===== src/rtl/gpu_cmd_pkg.sv =====
// Shared definitions for the UART command parser: opcodes, parser states and
// small decode helpers.
package gpu_cmd_pkg;

   localparam logic [7:0] OP_SET_ADDR = 8'h01;
   localparam logic [7:0] OP_WRITE    = 8'h02;
   localparam logic [7:0] OP_FILL     = 8'h03;

   // A length byte of 0x00 encodes a full 256-transfer run.
   localparam bit LEN_ZERO_IS_256 = 1'b1;

   typedef enum logic [2:0] {
      S_OPCODE,
      S_ADDR_HI,
      S_ADDR_LO,
      S_LEN,
      S_DATA,
      S_WR,
      S_FILL_VAL,
      S_FILL
   } parser_state_t;

   function automatic logic [8:0] len_to_count(input logic [7:0] len);
      if (LEN_ZERO_IS_256 && (len == 8'h00)) return 9'd256;
      return {1'b0, len};
   endfunction

   function automatic logic is_accept_state(input parser_state_t s);
      return (s != S_WR) && (s != S_FILL);
   endfunction

   function automatic logic is_timed_state(input parser_state_t s);
      return (s != S_OPCODE) && (s != S_WR) && (s != S_FILL);
   endfunction

endpackage


===== src/rtl/cmd_timeout.sv =====
// Inter-byte watchdog: reloads on clear, counts down while enabled and
// flags expiry once the full window has elapsed without a clear.
module cmd_timeout #(
   parameter int unsigned TIMEOUT_CLKS = 40_000
) (
   input  logic clk,
   input  logic rst,
   input  logic i_clear,
   input  logic i_enable,
   output logic o_expire
);

   localparam int unsigned CW = (TIMEOUT_CLKS > 2) ? $clog2(TIMEOUT_CLKS) : 1;
   localparam logic [CW-1:0] LOAD_VAL = CW'(TIMEOUT_CLKS - 1);

   logic [CW-1:0] r_cnt;

   always_ff @(posedge clk or posedge rst) begin
      if (rst) begin
         r_cnt <= '0;
      end else if (i_clear) begin
         r_cnt <= LOAD_VAL;
      end else if (i_enable && (r_cnt != '0)) begin
         r_cnt <= r_cnt - CW'(1);
      end
   end

   assign o_expire = i_enable && !i_clear && (r_cnt == '0);

endmodule


===== src/rtl/uart_cmd_parser.sv =====
// Decodes the UART byte stream into VRAM write transactions (set pointer,
// burst write, fill) with protocol-error reporting and inter-byte timeout.
module uart_cmd_parser
   import gpu_cmd_pkg::*;
#(
   parameter int unsigned ADDR_W       = 16,
   parameter int unsigned TIMEOUT_CLKS = 40_000
) (
   input  logic              clk,
   input  logic              rst,
   input  logic [7:0]        rx_data,
   input  logic              rx_ready,
   input  logic              rx_error,
   output logic              rx_ack,
   output logic [ADDR_W-1:0] mem_addr,
   output logic [7:0]        mem_data,
   output logic              mem_we,
   input  logic              mem_ready,
   output logic              busy,
   output logic              proto_err
);

   parser_state_t     r_state;
   logic [ADDR_W-1:0] r_ptr;
   logic [8:0]        r_count;
   logic [7:0]        r_addr_hi;
   logic              r_is_fill;
   logic              r_holdoff;

   parser_state_t     w_state_n;
   logic [ADDR_W-1:0] w_ptr_n;
   logic [8:0]        w_count_n;
   logic [7:0]        w_addr_hi_n;
   logic              w_is_fill_n;
   logic [ADDR_W-1:0] w_addr_n;
   logic [7:0]        w_data_n;
   logic              w_we_n;
   logic              w_perr_n;

   logic              w_accept;
   logic              w_bad_byte;
   logic              w_timed;
   logic              w_expire;
   logic [ADDR_W-1:0] w_ptr_inc;

   // rx_ready is still high during the holdoff cycle after an ack.
   assign w_accept   = rx_ready && !r_holdoff && is_accept_state(r_state);
   assign w_bad_byte = w_accept && rx_error;
   assign w_timed    = is_timed_state(r_state);
   assign w_ptr_inc  = r_ptr + ADDR_W'(1);

   cmd_timeout #(
      .TIMEOUT_CLKS(TIMEOUT_CLKS)
   ) u_timeout (
      .clk     (clk),
      .rst     (rst),
      .i_clear (w_accept || !w_timed),
      .i_enable(w_timed),
      .o_expire(w_expire)
   );

   always_ff @(posedge clk or posedge rst) begin
      if (rst) begin
         r_state   <= S_OPCODE;
         r_ptr     <= '0;
         r_count   <= '0;
         r_addr_hi <= '0;
         r_is_fill <= 1'b0;
         r_holdoff <= 1'b0;
         rx_ack    <= 1'b0;
         mem_addr  <= '0;
         mem_data  <= '0;
         mem_we    <= 1'b0;
         busy      <= 1'b0;
         proto_err <= 1'b0;
      end else begin
         r_state   <= w_state_n;
         r_ptr     <= w_ptr_n;
         r_count   <= w_count_n;
         r_addr_hi <= w_addr_hi_n;
         r_is_fill <= w_is_fill_n;
         r_holdoff <= w_accept;
         rx_ack    <= w_accept;
         mem_addr  <= w_addr_n;
         mem_data  <= w_data_n;
         mem_we    <= w_we_n;
         busy      <= (w_state_n != S_OPCODE);
         proto_err <= w_perr_n;
      end
   end

   always_comb begin
      w_state_n   = r_state;
      w_ptr_n     = r_ptr;
      w_count_n   = r_count;
      w_addr_hi_n = r_addr_hi;
      w_is_fill_n = r_is_fill;
      w_addr_n    = mem_addr;
      w_data_n    = mem_data;
      w_we_n      = mem_we;
      w_perr_n    = 1'b0;

      if (w_bad_byte) begin
         w_perr_n  = 1'b1;
         w_state_n = S_OPCODE;
      end else if (w_expire) begin
         w_perr_n  = 1'b1;
         w_state_n = S_OPCODE;
      end else begin
         case (r_state)
            S_OPCODE: begin
               if (w_accept) begin
                  case (rx_data)
                     OP_SET_ADDR: w_state_n = S_ADDR_HI;
                     OP_WRITE: begin
                        w_is_fill_n = 1'b0;
                        w_state_n   = S_LEN;
                     end
                     OP_FILL: begin
                        w_is_fill_n = 1'b1;
                        w_state_n   = S_LEN;
                     end
                     default: w_perr_n = 1'b1;
                  endcase
               end
            end
            S_ADDR_HI: begin
               if (w_accept) begin
                  w_addr_hi_n = rx_data;
                  w_state_n   = S_ADDR_LO;
               end
            end
            S_ADDR_LO: begin
               if (w_accept) begin
                  w_ptr_n   = ADDR_W'({r_addr_hi, rx_data});
                  w_state_n = S_OPCODE;
               end
            end
            S_LEN: begin
               if (w_accept) begin
                  w_count_n = len_to_count(rx_data);
                  w_state_n = r_is_fill ? S_FILL_VAL : S_DATA;
               end
            end
            S_DATA: begin
               if (w_accept) begin
                  w_addr_n  = r_ptr;
                  w_data_n  = rx_data;
                  w_we_n    = 1'b1;
                  w_state_n = S_WR;
               end
            end
            S_WR: begin
               if (mem_ready) begin
                  w_we_n    = 1'b0;
                  w_ptr_n   = w_ptr_inc;
                  w_count_n = r_count - 9'd1;
                  w_state_n = (r_count == 9'd1) ? S_OPCODE : S_DATA;
               end
            end
            S_FILL_VAL: begin
               if (w_accept) begin
                  w_addr_n  = r_ptr;
                  w_data_n  = rx_data;
                  w_we_n    = 1'b1;
                  w_state_n = S_FILL;
               end
            end
            S_FILL: begin
               // Address advances with each accepted write so a held
               // mem_ready streams one write per clock.
               if (mem_ready) begin
                  w_ptr_n   = w_ptr_inc;
                  w_addr_n  = w_ptr_inc;
                  w_count_n = r_count - 9'd1;
                  if (r_count == 9'd1) begin
                     w_we_n    = 1'b0;
                     w_state_n = S_OPCODE;
                  end
               end
            end
            default: w_state_n = S_OPCODE;
         endcase
      end
   end

endmodule


===== config.mk =====
export PLATFORM = sky130hd
export DESIGN_NAME = uart_cmd_parser
export DESIGN_NICKNAME = d
export VERILOG_FILES = /design/src/rtl/gpu_cmd_pkg.sv /design/src/rtl/cmd_timeout.sv /design/src/rtl/uart_cmd_parser.sv
export SDC_FILE = /design/constraint.sdc
export NUM_CORES = 1
export LEC_CHECK = 0
export CAP_MARGIN = 20
export CORE_MARGIN = 2
export CORE_UTILIZATION = 55
export DETAILED_ROUTE_END_ITERATION = 8
export PLACE_DENSITY = 0.89
export SETUP_SLACK_MARGIN = 0.02
export SLEW_MARGIN = 0
export SYNTH_ARGS = -nofsm -noshare
export SYNTH_HDL_FRONTEND = slang
export SYNTH_SLANG_ARGS = --single-unit

===== constraint.sdc =====
create_clock -name clk -period 7.37 [get_ports clk]
set_clock_uncertainty 0.1 [all_clocks]
set_input_delay 1.474 -clock clk [delete_from_list [all_inputs] [get_ports clk]]
set_output_delay 1.474 -clock clk [all_outputs]
set_load 0.01 [all_outputs]

==> results of run 1 <==
==> layer usage <==
metal / vias to the layer above / GRT usage / share of wire
li1: 1825 / - / -
met1: 1855 / 0.366 / 0.45
met2: 152 / 0.381 / 0.46
met3: 28 / 0.0548 / 0.058
met4: 0 / 0.102 / 0.028
met5: - / 0 / 0
==> where the power goes <==
| group | switching [W] | leakage [nW] | total [W] | internal (W) |
|---|---|---|---|---|
| logic | 0.0000502 | 0.899 | 0.000107 | 0.0000566 |
| registers | 0.0000369 | 1.02 | 0.000511 | 0.000475 |
| clock network | 0.000170 | 0.0949 | 0.000336 | 0.000166 |
| total | 0.000257 | 2.02 | 0.000955 | 0.000697 |
==> worst max-delay path, stage by stage <==
cell	delay, ns
clkdlybuf4s50_1	0.50
or4b_1	0.52
a21oi_1	0.68
a31oi_1	0.21
==> cell type report <==
cell class	count	area [um2]
Fill cell	586	2670
Tap cell	102	128
Timing Repair Buffer	45	458
Sequential cell	81	2030
Multi-Input combinational cell	347	2200
Clock inverter	6	66.3
Inverter	13	50.0
Clock buffer	10	138
==> kinds of logic (layout without fill, tap and decap cells) <==
group / after synthesis / in the layout / share of synthesized area
compound gates: 135 / 135 / 0.201
xor+xnor: 14 / 14 / 0.0279
fa+ha+maj: 4 / 4 / 0.0114
buf+inv: 46 / 74 / 0.0398
flops: 81 / 81 / 0.461
mux: 19 / 19 / 0.0481
simple gates: 175 / 175 / 0.211
==> state kept, by name, indices dropped and copies added, names as in the netlist <==
register,cells
r_ptr,16
mem_addr,16
mem_data,8
proto_err,1
r_count,9
r_addr_hi,8
r_state,3
r_is_fill,1
busy,1
mem_we,1
r_holdoff,1
u_timeout.r_cnt,16
==> final timing paths <==
kind / startpoint / end / slack [ns] / cells after the start
max: rx_error / mem_addr[15] / 4.07 / 4
min: mem_addr[5] / mem_addr[5] / 0.38 / 2
max reg2reg: r_state[0] / r_ptr[6] / 4.85 / 4
min reg2reg: mem_addr[5] / mem_addr[5] / 0.38 / 2
max in group asynchronous: rst / r_count[3] / 5.16 / 4
min in group asynchronous: rst / mem_addr[3] / 1.42 / 3
==> cell usage in the layout (no fill, tap or decap), drive strengths merged, types with 3 or more instances in the layout <==
master,synthesis,routed
dfrtp,81,81
clkdlybuf4s50,0,40
nor2,39,39
nand2,36,36
o21ai,32,32
a21oi,22,22
a31oi,19,19
mux2,17,17
nand3,16,16
nor3,14,14
nand4,13,13
nor4,13,13
inv,11,11
xnor2,10,10
o31ai,10,10
and3,10,10
clkbuf,30,10
or3,9,9
o22a,7,7
o22ai,6,6
or4,6,6
o211ai,5,5
buf,3,5
a21o,4,4
xor2,4,4
o21a,4,4
ha,4,4
clkinv,2,4
and2,3,3
a31o,3,3
a211oi,3,3
nand2b,3,3
a22oi,3,3
a2bb2oi,3,3
clkinvlp,0,3
==> metrics by stage <==
| step | total power, W | hold slack [ns] | cell area, um2 | utilization | setup slack [ns] |
|---|---|---|---|---|---|
| 2_1_floorplan | 0.000574 | 0.380 | 4400 | - | 3.72 |
| 3_3_place_gp | 0.000618 | 0.361 | 4830 | 0.625 | 3.80 |
| 3_5_place_dp | 0.000624 | 0.369 | 4830 | 0.625 | 3.72 |
| 4_1_cts | 0.000956 | 0.388 | 5030 | 0.652 | 4.11 |
| 5_1_grt | 0.000997 | 0.402 | 5060 | 0.655 | 3.94 |
| 6_report | 0.000955 | 0.382 | 5060 | 0.655 | 4.07 |
==> flow_metrics.py, run 1 <==
metrics = {
    "finish": {
        "stdcell_count": 604,
        "final_layout_size_suffix_gt1_frac": 0.0916,
        "fin_nets": 514,
        "diodes": 0,
        "syn_to_final_growth_pct": 15.1,
    },
    "floorplan": {
        "die_h_um": 93.4,
        "core_area_um2": 7730,
        "start_util": 0.569,
        "num_rows": 32,
        "die_w_um": 93.4,
        "io_pins": 41,
        "dieArea_um2": 8730,
    },
    "synthesis": {
        "seq_area_frac_synth": 0.461,
        "yosys-top-cells-count": "dfrtp_1 (81), nor2_1 (39), nand2_1 (36)",
        "syn-mean-instance-area_um2": 9.28,
        "ys.flop_type": "dfrtp_1",
        "yosys_warnings": 0,
        "yosysMostFrequentCell": "dfrtp_1",
        "synth-seq-cells": 81,
        "synth_cells": 474,
        "yosys.area.top_type": "dfrtp_1",
        "async_reset_ff_frac": 1.00,
        "synth_edf_count": 0,
        "syn_nets": 491,
        "synth.top_cell.area_share": 0.461,
        "synthTopCellsByArea": "dfrtp_1 (46%), mux2_2 (4.4%), o21ai_0 (3.5%), nor2_1 (3.3%), nand2_1 (3.1%)",
        "syn_area_um2": 4400,
        "synth_cell_types": 61,
    },
    "sta": {
        "hold_viol": 0,
        "fin_setup_tns_ns": 0,
        "finalSetupViolations": 0,
        "relSlewSlack": 0.411,
        "fmax_ghz": 0.303,
        "worstMarginPinSlew_ns": 0.881,
        "maxSlewViolCount": 0,
        "post-route-period-util": 0.448,
        "period_minus_slack_ns": 3.30,
        "rsz0062_at_grt": "no",
    },
    "cts": {
        "cts.sinks": 81,
        "cts_setup_buffers": 0,
        "cts_tree": "yes",
        "cts_buffers": 9,
        "cts_root_buffer": "clkbuf_8",
        "h-tree-depth": 3,
        "holdBufCountCts": 0,
        "cts_resized": 0,
        "worstSkewPairLatency_ns": 0.36,
        "clkTransAtPathRegs_ns": 0.09,
        "clock_path_buffers": 2,
    },
    "setup_path": {
        "cp-end-kind": "register",
        "crit_fanout": 10,
        "crit_arrival_ns": 3.39,
        "crit_path_start_kind": "input pin",
        "worstSetupPathType": "input pin to register",
        "required_ns": 7.46,
    },
    "power_and_ir_drop": {
        "power_density_nw_per_um2": 189,
        "vdd_drop_max_mv": 0.121,
        "p_leak_nw": 2.02,
    },
    "outcome": {
        "status": "complete, no violations",
    },
    "grt": {
        "grt_overflow_total": 0,
        "grt_pass1_wl_um": 17600,
        "grt_max_degree": 82,
        "grt_use_total": 0.256,
        "first_global_vias": 3647,
        "antenna_found_initial": 0,
    },
    "placed_design": {
        "place_hpwl_um": 7060,
        "io_buffers": 40,
        "place_inst": 587,
        "globalplace.congestion": 0.928,
    },
    "routing": {
        "route.detailed.drc": 0,
        "ant_nets": 0,
        "drtPass1Iterations": 6,
        "viasPerCell": 6.39,
        "drt_first_iter_violations": 396,
        "avgRoutedWirePerCell_um": 17.2,
        "vias": 3860,
        "routed_wl_um": 10400,
    },
    "hold_path": {
        "hold_path.class": "register to register",
    },
    "flow_run": {
        "cap_violations": 0,
    },
}
No activity file was read; power rests on OpenSTA's default activity.
==> run 2: changes to the inputs <==
==> constraint.sdc (replaced) <==
create_clock -name clk -period 3.2 [get_ports clk]
set_clock_uncertainty 0.1 [all_clocks]
set_input_delay 0.64 -clock clk [delete_from_list [all_inputs] [get_ports clk]]
set_output_delay 0.64 -clock clk [all_outputs]
set_load 0.01 [all_outputs]
==> run 2 against run 1 <==
  * Worst hold slack worse by 0.0013 ns
  * Largest power group unchanged
  * Flip-flop and latch count did not move
  * Highest routed layer unchanged
  * Combinational power rose by 130%
  * Die area unchanged
  * Non-clock buffer count increased by 3
  * Clock power rose to 2.7 times the previous value
  * First-iteration DRC count fell by 8.8%
  * Core utilization up 0.55 points
==> flow_metrics.py, run 2 (synthesis gave the netlist of run 1 again) <==
metrics = {
    "outcome": {
        "status": "complete, no violations",
    },
    "grt": {
        "grt_use_met2": 0.391,
        "antenna_found_initial": 0,
        "busiest_layer": "met2",
        "first_global_vias": 3645,
        "met1_usage": 0.375,
        "use_met3": 0.0306,
        "grt_overflow_total": 0,
        "grt_max_degree": 50,
        "grt_pass1_wl_um": 17800,
        "grt_use_total": 0.260,
    },
    "cts": {
        "worstSkewPairLatency_ns": 0.36,
        "cts.sinks": 81,
        "cts_tree": "yes",
        "h-tree-depth": 3,
        "clkTransAtPathRegs_ns": 0.08,
        "cts_root_buffer": "clkbuf_8",
        "holdBufCountCts": 0,
        "cts_resized": 0,
        "cts_setup_buffers": 0,
        "clock_path_buffers": 2,
        "cts_buffers": 9,
    },
    "floorplan": {
        "dieArea_um2": 8730,
        "io_pins": 41,
        "core_area_um2": 7730,
        "start_util": 0.569,
        "die_h_um": 93.4,
        "num_rows": 32,
        "die_w_um": 93.4,
    },
    "finish": {
        "top_regs": "mem_addr (16), r_ptr (16), u_timeout.r_cnt (16)",
        "diodes": 0,
        "layout_commonest_cell": "dfrtp_1",
        "syn_to_final_growth_pct": 16.1,
        "fin_nets": 517,
        "post-route-util": 0.661,
        "final_layout_size_suffix_gt1_frac": 0.0952,
        "fill_cells": 622,
        "final_cell_mix": "dfrtp_1 (81), clkdlybuf4s50_1 (40), nor2_1 (39)",
    },
    "setup_path": {
        "worstSetupPathType": "register to register",
        "r2r_cells": 3,
        "required_ns": 3.35,
        "path_cells": "clkinv_1 > nor4_4 > mux2_2",
        "crit_end": "mem_data[7]",
        "cp_top_family": "simple AND/OR/NAND/NOR gates",
        "critPathLaunch": "r_state[2]",
        "regToRegStartpoint": "r_state[2]",
        "cp_slowest_cell": "nor4_4",
        "cp.buffers_inverters": 1,
        "cp.depth": 3,
        "crit_arrival_ns": 2.53,
        "crit_path_start_kind": "register",
        "crit_path_max_incr_delay_ns": 0.73,
        "crit_fanout": 17,
        "rr_endpoint": "mem_data[7]",
        "r2r_slack_ns": 0.82,
        "cp-end-kind": "register",
    },
    "sta": {
        "relSlewSlack": 0.480,
        "maxSlewViolCount": 0,
        "fmax_ghz": 0.421,
        "fin_setup_tns_ns": 0,
        "hold_viol": 0,
        "fin_ws_ns": 0.825,
        "period_minus_slack_ns": 2.38,
        "finalSetupViolations": 0,
        "rsz0062_at_grt": "no",
        "post-route-period-util": 0.742,
        "whs_ns": 0.381,
        "worstMarginPinSlew_ns": 0.773,
    },
    "routing": {
        "routed_wl_um": 10700,
        "drtPass1Iterations": 7,
        "avgRoutedWirePerCell_um": 17.6,
        "route.detailed.drc": 0,
        "viasPerCell": 6.51,
        "vias": 3946,
        "ant_nets": 0,
        "drt_first_iter_violations": 361,
    },
    "placed_design": {
        "io_buffers": 40,
        "dp_slack_ns": 0.578,
        "globalplace.congestion": 0.928,
        "place_hpwl_um": 7250,
    },
    "power_and_ir_drop": {
        "p_total_w": 0.00232,
        "p_leak_nw": 2.05,
        "power_density_nw_per_um2": 454,
        "vdd_drop_max_mv": 0.244,
    },
    "flow_run": {
        "cap_violations": 0,
    },
    "hold_path": {
        "hold_path.class": "register to register",
    },
}
-- run 2: area by class of cell --
type	instances	area, um2	area share
Tap cell	102	128	0.0250
Multi-Input combinational cell	347	2200	0.430
Clock buffer	9	124	0.0243
Sequential cell	81	2030	0.397
Clock inverter	6	108	0.0211
Timing Repair Buffer	48	473	0.0926
Inverter	13	50.0	0.00980
-- run 2: through the flow --
step,cell area [um2],instances
final,5100,606
after global routing,5100,606
after CTS,5100,606
after detailed placement,4870,591
after global placement,4870,591
after floorplan,4400,474
-- run 2: power by group --
part / internal, W / switching (W)
logic: 0.000129 / 0.000118
registers: 0.00109 / 0.0000856
clock network: 0.000511 / 0.000380
total: 0.00173 / 0.000584
-- run 2: worst register-to-register path: stages, from the launching register on --
cell and delay, ns:
dfrtp_1 0.65, clkinv_1 0.37, nor4_4 0.73, mux2_2 0.42
-- run 2: routing by layer --
| layer | share of wire | vias up |
|---|---|---|
| li1 | - | 1820 |
| met1 | 0.45 | 1911 |
| met2 | 0.45 | 189 |
| met3 | 0.065 | 26 |
| met4 | 0.031 | 0 |
| met5 | 0 | - |
-- run 2: worst min path at each step --
stage / endpoint / start / cells past startpoint
floorplan: r_addr_hi[2] / r_addr_hi[2] / 1
global placement: mem_addr[6] / mem_addr[6] / 2
detailed placement: mem_we / mem_we / 1
CTS: mem_addr[7] / mem_addr[7] / 2
global route: mem_we / mem_we / 1
finish: mem_addr[7] / mem_addr[7] / 2
